### src/rtl/ds_pkg.sv
// Shared types, control-word field positions and step-size helper for the
// multi-channel test-signal mixer.
package ds_pkg;

   typedef enum logic [1:0] {
      WM_OFF = 2'd0,
      WM_TRI = 2'd1,
      WM_SAW = 2'd2,
      WM_SQR = 2'd3
   } wave_mode_t;

   typedef enum logic [1:0] {
      ST_IDLE = 2'd0,
      ST_UPD  = 2'd1,
      ST_OUT  = 2'd2
   } mix_state_t;

   localparam int CTL_MODE_LSB = 14;
   localparam int MODE_BITS    = 2;
   localparam int CTL_AMP_LSB  = 8;
   localparam int AMP_BITS     = 4;
   localparam int CTL_OCT_LSB  = 4;

   // Alternating 0101..01 pattern of width-1 bits, scaled down by octave.
   function automatic logic [31:0] ds_delta(input int width, input int oct_bits,
                                            input int octave);
      logic [31:0] pat;
      pat = '0;
      for (int i = 0; i < width - 1; i += 2) pat[i] = 1'b1;
      return pat >> ((2 ** oct_bits - 1) - octave);
   endfunction

endpackage

### src/rtl/ds_wave_mixer_if.sv
// Configuration, step request and mix output bundle of ds_wave_mixer.
interface ds_wave_mixer_if #(
   parameter int WIDTH   = 16,
   parameter int CH_BITS = 2
);
   logic                     cfg_we;
   logic [CH_BITS-1:0]       cfg_ch;
   logic                     cfg_sel;
   logic [WIDTH-1:0]         cfg_data;
   logic                     step;
   logic [WIDTH+CH_BITS-1:0] u_out;
   logic                     u_valid;
   logic                     busy;
   logic                     overrun;

   modport master (
      output cfg_we, cfg_ch, cfg_sel, cfg_data, step,
      input  u_out, u_valid, busy, overrun
   );

   modport slave (
      input  cfg_we, cfg_ch, cfg_sel, cfg_data, step,
      output u_out, u_valid, busy, overrun
   );
endinterface

### src/rtl/ds_wave_channel_alu.sv
// Combinational per-channel update: next phase/direction and the channel's
// contribution to the mix, built around one add/subtract adder.
module ds_wave_channel_alu
   import ds_pkg::*;
#(
   parameter int WIDTH = 16
) (
   input  logic [WIDTH-1:0]    phase,
   input  logic                dir,
   input  wave_mode_t          mode,
   input  logic [WIDTH-1:0]    delta,
   input  logic [AMP_BITS-1:0] amp,
   input  logic                ovr,
   input  logic [WIDTH-1:0]    ovr_phase,
   output logic [WIDTH-1:0]    next_phase,
   output logic                next_dir,
   output logic [WIDTH-1:0]    contrib
);
   logic             sub;
   logic [WIDTH:0]   operand;
   logic [WIDTH:0]   s;
   logic [WIDTH-1:0] upd_phase;

   // Subtraction as add of the inverted operand plus carry-in; s[WIDTH] is carry or borrow.
   assign sub     = (mode == WM_TRI) && dir;
   assign operand = {1'b0, delta} ^ {(WIDTH + 1){sub}};
   assign s       = {1'b0, phase} + operand + (WIDTH + 1)'(sub);

   always_comb begin
      upd_phase = phase;
      next_dir  = dir;
      case (mode)
         WM_TRI: begin
            // Turn around on overflow, or once the walk has reached the outer quarter.
            if (!dir) begin
               if (s[WIDTH] || (phase[WIDTH-1 -: 2] == 2'b11)) next_dir = 1'b1;
               else                                             upd_phase = s[WIDTH-1:0];
            end else begin
               if (s[WIDTH] || (phase[WIDTH-1 -: 2] == 2'b00)) next_dir = 1'b0;
               else                                             upd_phase = s[WIDTH-1:0];
            end
         end
         WM_SAW, WM_SQR: upd_phase = s[WIDTH-1:0];
         default:        upd_phase = phase;
      endcase

      next_phase = ovr ? ovr_phase : upd_phase;

      case (mode)
         WM_TRI, WM_SAW: contrib = next_phase >> amp;
         WM_SQR:         contrib = next_phase[WIDTH-1] ? ({WIDTH{1'b1}} >> amp) : '0;
         default:        contrib = '0;
      endcase
   end
endmodule

### src/rtl/ds_wave_mixer.sv
// Multi-channel test-signal source for the modulator input: channels are
// stepped one per cycle through a shared ALU and their sum is registered out.
module ds_wave_mixer
   import ds_pkg::*;
#(
   parameter int NUM_CH   = 4,
   parameter int WIDTH    = 16,
   parameter int OCT_BITS = 4,
   parameter int CH_BITS  = (NUM_CH > 1) ? $clog2(NUM_CH) : 1
) (
   input  logic            clk,
   input  logic            reset,
   ds_wave_mixer_if.slave  bus
);
   localparam int                 SUM_W   = WIDTH + CH_BITS;
   localparam logic [CH_BITS-1:0] LAST_CH = CH_BITS'(NUM_CH - 1);

   mix_state_t          state, state_nxt;
   logic [CH_BITS-1:0]  ch_q;
   logic [WIDTH-1:0]    phase_q [NUM_CH];
   logic                dir_q   [NUM_CH];
   wave_mode_t          mode_q  [NUM_CH];
   logic [AMP_BITS-1:0] amp_q   [NUM_CH];
   logic [OCT_BITS-1:0] oct_q   [NUM_CH];
   logic [SUM_W-1:0]    acc_q;
   logic [SUM_W-1:0]    u_out_q;
   logic                u_valid_q;
   logic                pending_q;
   logic                overrun_q;

   logic                cfg_hit;
   logic                ovr;
   logic [WIDTH-1:0]    delta;
   logic [WIDTH-1:0]    alu_phase;
   logic                alu_dir;
   logic [WIDTH-1:0]    alu_contrib;
   logic                unused_cfg_bits;

   assign cfg_hit         = bus.cfg_we && (int'(bus.cfg_ch) < NUM_CH);
   assign ovr             = (state == ST_UPD) && cfg_hit && !bus.cfg_sel && (bus.cfg_ch == ch_q);
   assign delta           = WIDTH'(ds_delta(WIDTH, OCT_BITS, int'(oct_q[ch_q])));
   assign unused_cfg_bits = ^bus.cfg_data;

   assign bus.u_out   = u_out_q;
   assign bus.u_valid = u_valid_q;
   assign bus.overrun = overrun_q;

   ds_wave_channel_alu #(.WIDTH(WIDTH)) u_alu (
      .phase      (phase_q[ch_q]),
      .dir        (dir_q[ch_q]),
      .mode       (mode_q[ch_q]),
      .delta      (delta),
      .amp        (amp_q[ch_q]),
      .ovr        (ovr),
      .ovr_phase  (bus.cfg_data),
      .next_phase (alu_phase),
      .next_dir   (alu_dir),
      .contrib    (alu_contrib)
   );

   always_ff @(posedge clk or posedge reset) begin
      if (reset) state <= ST_IDLE;
      else       state <= state_nxt;
   end

   always_comb begin
      state_nxt = state;
      bus.busy  = (state != ST_IDLE);
      case (state)
         ST_IDLE: if (bus.step || pending_q) state_nxt = ST_UPD;
         ST_UPD:  if (ch_q == LAST_CH)       state_nxt = ST_OUT;
         ST_OUT:                             state_nxt = ST_IDLE;
         default:                            state_nxt = ST_IDLE;
      endcase
   end

   always_ff @(posedge clk or posedge reset) begin
      if (reset) begin
         ch_q      <= '0;
         acc_q     <= '0;
         u_out_q   <= '0;
         u_valid_q <= 1'b0;
         pending_q <= 1'b0;
         overrun_q <= 1'b0;
         for (int i = 0; i < NUM_CH; i++) begin
            phase_q[i] <= {1'b1, {(WIDTH - 1){1'b0}}};
            dir_q[i]   <= 1'b0;
            mode_q[i]  <= WM_OFF;
            amp_q[i]   <= '0;
            oct_q[i]   <= '0;
         end
      end else begin
         u_valid_q <= 1'b0;
         case (state)
            ST_UPD: begin
               phase_q[ch_q] <= alu_phase;
               dir_q[ch_q]   <= alu_dir;
               acc_q         <= ((ch_q == '0) ? '0 : acc_q) + SUM_W'(alu_contrib);
               ch_q          <= (ch_q == LAST_CH) ? '0 : ch_q + CH_BITS'(1);
            end
            ST_OUT: begin
               u_out_q   <= acc_q;
               u_valid_q <= 1'b1;
            end
            default: ch_q <= '0;
         endcase

         // One request may wait behind a running sequence; any further one is lost.
         if (state == ST_IDLE) begin
            pending_q <= pending_q && bus.step;
         end else if (bus.step) begin
            if (pending_q) overrun_q <= 1'b1;
            else           pending_q <= 1'b1;
         end

         // Placed last so a phase write overrides the update of the same channel.
         if (cfg_hit) begin
            if (!bus.cfg_sel) begin
               phase_q[bus.cfg_ch] <= bus.cfg_data;
               dir_q[bus.cfg_ch]   <= 1'b0;
            end else begin
               mode_q[bus.cfg_ch] <= wave_mode_t'(bus.cfg_data[CTL_MODE_LSB +: MODE_BITS]);
               amp_q[bus.cfg_ch]  <= bus.cfg_data[CTL_AMP_LSB +: AMP_BITS];
               oct_q[bus.cfg_ch]  <= bus.cfg_data[CTL_OCT_LSB +: OCT_BITS];
            end
         end
      end
   end
endmodule

### src/flat_wrapper.sv
// flat-port wrapper written by rule: the top's interface ports become plain ports
module ds_wave_mixer_flat import ds_pkg::*;
#(
   parameter int NUM_CH   = 4,
   parameter int WIDTH    = 16,
   parameter int OCT_BITS = 4,
   parameter int CH_BITS  = (NUM_CH > 1) ? $clog2(NUM_CH) : 1
)
  (clk, reset, bus_cfg_we, bus_cfg_ch, bus_cfg_sel, bus_cfg_data, bus_step, bus_u_out, bus_u_valid, bus_busy, bus_overrun);
  ds_wave_mixer_if #(.WIDTH(WIDTH), .CH_BITS(CH_BITS)) bus_i ();
  input  logic clk;
  input  logic reset;
  input wire logic [$bits(bus_i.cfg_we)-1:0] bus_cfg_we;
  input wire logic [$bits(bus_i.cfg_ch)-1:0] bus_cfg_ch;
  input wire logic [$bits(bus_i.cfg_sel)-1:0] bus_cfg_sel;
  input wire logic [$bits(bus_i.cfg_data)-1:0] bus_cfg_data;
  input wire logic [$bits(bus_i.step)-1:0] bus_step;
  output wire logic [$bits(bus_i.u_out)-1:0] bus_u_out;
  output wire logic [$bits(bus_i.u_valid)-1:0] bus_u_valid;
  output wire logic [$bits(bus_i.busy)-1:0] bus_busy;
  output wire logic [$bits(bus_i.overrun)-1:0] bus_overrun;
  assign bus_i.cfg_we = bus_cfg_we;
  assign bus_i.cfg_ch = bus_cfg_ch;
  assign bus_i.cfg_sel = bus_cfg_sel;
  assign bus_i.cfg_data = bus_cfg_data;
  assign bus_i.step = bus_step;
  assign bus_u_out = bus_i.u_out;
  assign bus_u_valid = bus_i.u_valid;
  assign bus_busy = bus_i.busy;
  assign bus_overrun = bus_i.overrun;
  ds_wave_mixer #(.NUM_CH(NUM_CH), .WIDTH(WIDTH), .OCT_BITS(OCT_BITS), .CH_BITS(CH_BITS)) u_core (.clk(clk), .reset(reset), .bus(bus_i));
endmodule
### config.mk
export PLATFORM = sky130hd
export DESIGN_NAME = ds_wave_mixer_flat
export DESIGN_NICKNAME = d
export VERILOG_FILES = /design/src/rtl/ds_pkg.sv /design/src/rtl/ds_wave_mixer_if.sv /design/src/rtl/ds_wave_channel_alu.sv /design/src/rtl/ds_wave_mixer.sv /design/src/flat_wrapper.sv
export SDC_FILE = /design/constraint.sdc
export NUM_CORES = 1
export LEC_CHECK = 0
export ABC_AREA = 1
export CORE_UTILIZATION = 55
export CTS_CLUSTER_DIAMETER = 30
export DETAILED_ROUTE_END_ITERATION = 7
export DONT_BUFFER_PORTS = 1
export PLACE_DENSITY = 0.7
export SLEW_MARGIN = 20
export SYNTH_ARGS = -nofsm -noshare
export SYNTH_HDL_FRONTEND = slang
export SYNTH_SLANG_ARGS = --single-unit
### constraint.sdc
create_clock -name clk -period 8 [get_ports clk]
set_input_delay 1.6 -clock clk [delete_from_list [all_inputs] [get_ports clk]]
set_output_delay 1.6 -clock clk [all_outputs]
set_load 0.01 [all_outputs]
==> key figures, run 1 <==
Yosys
  – Synth warnings: 0
  – Syn_nets: 1657
  – Synth Area in XOR/XNOR: 0.0298
  – Synth Area in Adders: 0.0486
  – Asr flop ratio synth: 1.00
  – EDFF count, synth: 0
  – Synthesized area: 0.0109 mm2
  – Primary FF master, synth: dfrtp_1
  – Synth Area in Compound Gates: 0.183
  – Largest family of logic cells by synthesized area: simple AND/OR/NAND/NOR gates
  – Mux contribution to synthesized area: 0
  – Post-Synthesis Cells: 1593
  – Number of synthesized register bits: 151
  – Unique cell type count in the Yosys netlist: 49
  – Synthesized area per cell: roughly 6.8 um2
  – Synth Area in Simple Gates: 0.312
  – Post-synthesis sequential area ratio: 0.348

Die
  – Num ports: 44
  – Die X: 143 um
  – Total die area: 0.0203 mm2
  – Die Ht: approximately 140 um
  – Starting Density: 0.560
  – Core area: 0.0194 mm2
  – Row count: 51

Worst setup path
  – Crit end category: flop
  – Critical path's slowest cell: dfrtp_2
  – WP buf/inv: 5
  – Largest delay share family, worst path: simple AND/OR/NAND/NOR gates
  – Crit path kind: flop to flop
  – CP max FO: 17
  – Register-to-Register Path Depth: 46
  – Arr. time, crit path: 7610 ps
  – R2R Path Start: u_core.ch_q[0]$_DFFE_PP0N_
  – Reg2Reg Capture Point: u_core.acc_q[15]$_DFFE_PP0P_
  – Reg2reg setup slack: slightly below 700 ps
  – Slowest stage delay, CP: 500 ps
  – Most used cell, CP: nand2_1
  – Critical Path Start Type: flop
  – WP data required: about 8300 ps

Timing
  – Fmax: around 140 MHz
  – Final setup viols: 0
  – Setup TNS: 0 ps
  – Fin Hold WS: a little under 500 ps
  – Max Transition Viols Final: 0
  – Period minus WS final: 7320 ps
  – Final Hold Violating Endpoints: 0
  – Worst-margin pin slew: 964 ps
  – Final Skew: 9.53 ps
  – Slew HR: 0.357
  – Fin crit share: 0.915

Routing
  – Antenna-violating nets left: 0
  – Vias: approximately 11000
  – Met3 WL: 2950 um
  – Count of TritonRoute iterations in the first routing pass: 6
  – Wire length per cell: 18.7 um
  – Highest routed metal layer: met5
  – Starting DRT DRC Count: 1270
  – Residual DRC: 0
  – Routed length on met2: 15400 um
  – Via-to-Cell Ratio: 5.91
  – Met1 wire length: 15200 um
  – WL final: 34600 um

Worst hold path
  – Hold Startpoint: u_core.state[0]$_DFFE_PP0P_
  – Type of the most critical hold path: flop to flop
  – Worst Hold End: u_core.bus.u_valid$_DFF_PP0_
  – Worst Hold Path Cells: 1

CTS
  – Num Clock Sinks: 151
  – Num CTS Buffers: 17
  – Bufs on Longest Clock Path: 2
  – Post-CTS setup repair buffer count: 0
  – CTS tree: done
  – Clk_lat worst skew: approximately 440 ps
  – Max H-tree Level: 4
  – Clock transition at path regs: 70 ps
  – Root Driver: clkbuf_16

Cells and area
  – Fin cells: between 1500 and 2000
  – Syn-to-layout area delta: 8.46%
  – # diodes: 0
  – Net count, final: 1633
  – Layout cells sized above 1: 0.0803
  – Finished Core Util: 0.607

Flow run
  – Max-cap violation count: 0

Global routing
  – GRT Util Overall: 0.358
  – Antenna violations before repair: 1
  – First-pass GRT wire length: 55300 um
  – Grt ovf: 0
  – Vias in the first global route: between 10000 and 15000
  – Largest net degree at the start of global routing: a little under 80

Run status
  – Status: finished clean

Place
  – GP Congestion: 0.988
  – DP HPWL: 24300 um
  – Inst Count DP: 1815
  – Number of I/O port buffers: 0
==> final cells by class <==
cell class	instances	area [um2]
sequential	151	3780
inverter	137	529
clock buffer	17	425
timing repair buffer	30	225
tap	265	332
multi-input combinational	1232	6310
clock inverter	15	176
fill	1862	7610
==> kinds of logic after synthesis <==
kind of cell / Yosys count
AOI/OAI and AO/OA: 354
xor gates and xnor gates: 37
adders and majority gates: 41
buffers and inverters: 210
DFF: 151
and+or+nand+nor: 800
==> worst max path at each step <==
stage / startpoint / slack (ps) / cells past startpoint / to
after CTS: u_core.ch_q[1]$_DFFE_PP0N_ / 360 / 43 / u_core.acc_q[15]$_DFFE_PP0P_
after global placement: u_core.ch_q[1]$_DFFE_PP0N_ / 450 / 44 / u_core.acc_q[15]$_DFFE_PP0P_
after detailed placement: u_core.ch_q[1]$_DFFE_PP0N_ / 410 / 44 / u_core.acc_q[15]$_DFFE_PP0P_
after floorplan: u_core.ch_q[1]$_DFFE_PP0N_ / 880 / 52 / u_core.acc_q[15]$_DFFE_PP0P_
after global routing: u_core.ch_q[0]$_DFFE_PP0N_ / -10 / 47 / u_core.acc_q[15]$_DFFE_PP0P_
final: u_core.ch_q[0]$_DFFE_PP0N_ / 680 / 46 / u_core.acc_q[15]$_DFFE_PP0P_
==> layer usage <==
layer,global-route usage,vias to the layer above
met4,0.135,2
li1,-,5230
met5,0,-
met1,0.492,5082
met2,0.556,521
met3,0.0693,82
==> cells in the final DEF, fill, tap and decap left out, types with 5 or more instances in the layout <==
cell         n
nand2_2     18
ha_1        38
clkinv_1     5
clkbuf_16   17
xnor2_1      7
nand3_2      7
o21ai_0    123
clkinv_4     5
inv_1      123
o21ai_1      7
nand2_1    475
xor2_1      30
nor2_1     135
inv_8        6
o22ai_1      8
a32oi_1      8
a31oi_1     36
a22oi_1     12
nand4_1      8
nand3_1    133
o211ai_1     7
dfrtp_1    146
a21oi_1    129
buf_4       30
or2_2        6
==> repair_timing <==
action / 4_1_cts / 5_1_grt
hold endpoints to repair: 0 / 0
resized for setup: 0 / 15
hold buffers: 0 / 0
endpoints found under the setup margin: 0 / 6
==> registers in the layout (all words and copies together), names as in the netlist <==
signal	flops
u_core.phase_q	64
u_core.pending_q	1
u_core.mode_q	8
u_core.dir_q	4
u_core.state	2
u_core.bus.overrun	1
u_core.oct_q	16
u_core.acc_q	18
u_core.amp_q	16
u_core.bus.u_out	18
u_core.bus.u_valid	1
u_core.ch_q	2
==> through the flow <==
| step | setup slack, ps | cell area [um2] |
|---|---|---|
| floorplan | 878 | 10900 |
| global placement | 454 | 11100 |
| detailed placement | 407 | 11100 |
| CTS | 355 | 11700 |
| global route | -11.4 | 11800 |
| finish | 684 | 11800 |
==> Yosys cell counts, drive strengths merged, types with 7 or more instances <==
cell    instances  area (um2)
nand4           8        50.1
xor2           30         263
o21ai         131         659
a32oi          12         113
a21oi         131         659
nand3         142         771
inv           132         503
a22oi          12        90.1
o211ai          7        52.6
xnor2           7        61.3
a31oi          36         225
nand2         496        1930
nor2          139         554
ha             39         488
clkbuf         49         184
dfrtp         147        3680
buf            24         141
o22ai           8        50.1
Power of run 1 is not shown: default switching activity piles up to over one toggle a cycle in this logic, so the estimate is an artifact.
==> run 2, diff against run 1 <==
--- a/config.mk
+++ b/config.mk
@@ -6,6 +6,7 @@
 export NUM_CORES = 1
 export LEC_CHECK = 0
 export ABC_AREA = 1
+export CORE_ASPECT_RATIO = 1.1
 export CORE_UTILIZATION = 55
 export CTS_CLUSTER_DIAMETER = 30
 export DETAILED_ROUTE_END_ITERATION = 7
==> run 2 against run 1 <==
  * Wire length is 1.3% lower
  * Sequential share of layout area is 0.21 points higher
  * Fmax is 0.58% lower
  * Final area is 0.57% lower
  * Worst setup slack worse by 43 ps
  * Highest routed layer is now met4
  * Die area hardly changed
  * Global-route usage is 0.85 points lower
  * Count of clock-buffer cells in the layout stayed put
  * Cell count is 1.2% lower
  * Via count hardly changed
  * Critical path depth is 2 higher
==> key figures, run 2 (same netlist as run 1, synthesis figures left out) <==
Worst setup path
  – Slowest stage delay, CP: 560 ps (+60 ps)
  – Crit end category: flop
  – Crit path kind: flop to flop
  – Most used cell, CP: nand2_1
  – WP data required: 8320 ps (+30 ps)
  – Arr. time, crit path: 7680 ps (+70 ps)
  – CP Launch Point: u_core.ch_q[0]$_DFFE_PP0N_
  – R2R Path Start: u_core.ch_q[0]$_DFFE_PP0N_
  – Critical Path Start Type: flop
  – CP max FO: 14 (-3)
  – Critical path's slowest cell: dfrtp_4

Routing
  – Vias: 10900 (-0.092%)
  – Antenna-violating nets left: 0 (unchanged)
  – Via-to-Cell Ratio: 5.98 (+1.2%)
  – Wire length per cell: 18.7 um (about the same)
  – Starting DRT DRC Count: 1093 (-14%)
  – Residual DRC: 0 (unchanged)
  – WL final: 34100 um (-1.3%)
  – Count of TritonRoute iterations in the first routing pass: 6 (unchanged)

Timing
  – Worst-margin pin slew: 1120 ps (+154 ps)
  – Fmax: 136 MHz (-0.58%)
  – Fin crit share: 0.920 (+0.00533)
  – Final Hold Violating Endpoints: 0 (unchanged)
  – Fin Hold WS: 484 ps (+3.72 ps)
  – Slew HR: 0.254 (-0.103)
  – Max Transition Viols Final: 0 (unchanged)
  – Setup TNS: 0 ps (unchanged)
  – Final setup viols: 0 (unchanged)
  – Final Skew: 8.54 ps (-0.987 ps)
  – Period minus WS final: 7360 ps (+42.6 ps)

Die
  – Num ports: 44 (unchanged)
  – Total die area: 0.0203 mm2 (about the same)
  – Row count: 53 (+3.9%)
  – Starting Density: 0.565 (+0.00488)
  – Die X: 136 um (-4.6%)
  – Core area: 0.0192 mm2 (-0.86%)
  – Die Ht: 149 um (+4.8%)

CTS
  – Clk_lat worst skew: 440 ps (about the same)
  – Clock transition at path regs: 70 ps (about the same)
  – Bufs on Longest Clock Path: 2 (unchanged)
  – Max H-tree Level: 4 (unchanged)
  – Num CTS Buffers: 17 (unchanged)
  – # hold bufs at CTS: 0 (unchanged)
  – Num Clock Sinks: 151 (unchanged)
  – CTS tree: done
  – Root Driver: clkbuf_16

Cells and area
  – Largest register FFs: 64 (unchanged)
  – Syn-to-layout area delta: 7.84%
  – # fillers: 1850 (-0.64%)
  – Finished Core Util: 0.609 (+0.00178)
  – Register area: 0.00379 mm2 (about the same)
  – Net count, final: 1627 (-0.37%)
  – Layout cells sized above 1: 0.0787 (-0.00160)
  – Most frequent cells in the layout: nand2_1 (474), dfrtp_1 (146), nor2_1 (136), nand3_1 (133), a21oi_1 (126)
  – Largest Register: u_core.phase_q
  – Multi-input logic area: 0.00632 mm2 (about the same)
  – Most common cell after layout, fill and taps aside: nand2_1

Place
  – DP HPWL: 24200 um (-0.40%)
  – Number of I/O port buffers: 0 (unchanged)
  – GP Congestion: 0.982 (-0.63%)

Worst hold path
  – Hold Startpoint: u_core.acc_q[8]$_DFFE_PP0P_
  – Type of the most critical hold path: flop to flop

Run status
  – Status: finished clean

Global routing
  – Grt ovf: 0 (unchanged)
  – Vias in the first global route: 9989 (-0.85%)
  – First-pass GRT wire length: 54000 um (-2.5%)
  – Antenna violations before repair: 1 (unchanged)
  – Largest net degree at the start of global routing: 86 (+10%)
  – GRT Util Overall: 0.349 (-0.00847)

Flow run
  – Max-cap violation count: 0 (unchanged)
-- run 2: cell types whose count changed in the layout (fill, tap and decap cells not counted), moves of 3 or more --
cell	previous run	this run
buf_4	30	23
a21oi_1	129	126
a21oi_2	2	5
clkinvlp_4	0	4
clkinv_4	5	2
-- run 2: metrics by stage --
step	cells	cell area [um2]	setup slack, ps
floorplan	1593	10900	878
global placement	1789	11000	359
detailed placement	1789	11000	282
CTS	1821	11600	255
global route	1823	11700	-5.95
finish	1824	11700	641
-- run 2: what timing repair did --
action | CTS | global route
endpoints found under the setup margin | 0 | 6
resized for setup | 0 | 18
buffers inserted | 0 | 2
-- run 2: worst max-delay path: cells and delay by family (launching register included) --
family          cells  cell delay (ps)
flops               1              560
simple gates       25             2540
compound gates     10             1600
buf+inv             7              880
xor+xnor            2              410
fa+ha+maj           4             1220
-- run 2: cell type report --
class / instances / area share
Tap cell: 247 / 0.0264
Sequential cell: 151 / 0.323
Multi-Input combinational cell: 1232 / 0.539
Clock buffer: 17 / 0.0363
Clock inverter: 15 / 0.0138
Antenna cell: 1 / 0.000214
Inverter: 137 / 0.0450
Timing Repair Buffer: 24 / 0.0160
-- run 2: worst paths after layout --
check	endpoint	slack (ps)	cells past startpoint
setup / recovery	u_core.acc_q[16]$_DFFE_PP0P_	640	48
hold / removal	u_core.acc_q[8]$_DFFE_PP0P_	480	2
setup reg to reg	u_core.acc_q[16]$_DFFE_PP0P_	640	48
hold reg to reg	u_core.acc_q[8]$_DFFE_PP0P_	480	2
max in group asynchronous	u_core.ch_q[0]$_DFFE_PP0N_	5470	2
min in group asynchronous	u_core.amp_q[13]$_DFFE_PP0P_	1140	1
-- run 2: metal layers --
layer | share of wire | up-vias | global-route usage | routed length, um
li1 | - | 5227 | - | -
met5 | 0 | - | 0 | 0
met3 | 0.080 | 82 | 0.0605 | 2720
met1 | 0.43 | 5125 | 0.472 | 14600
met2 | 0.46 | 473 | 0.548 | 15700
met4 | 0.033 | 0 | 0.148 | 1120
Power of run 2 is left out for the same reason.
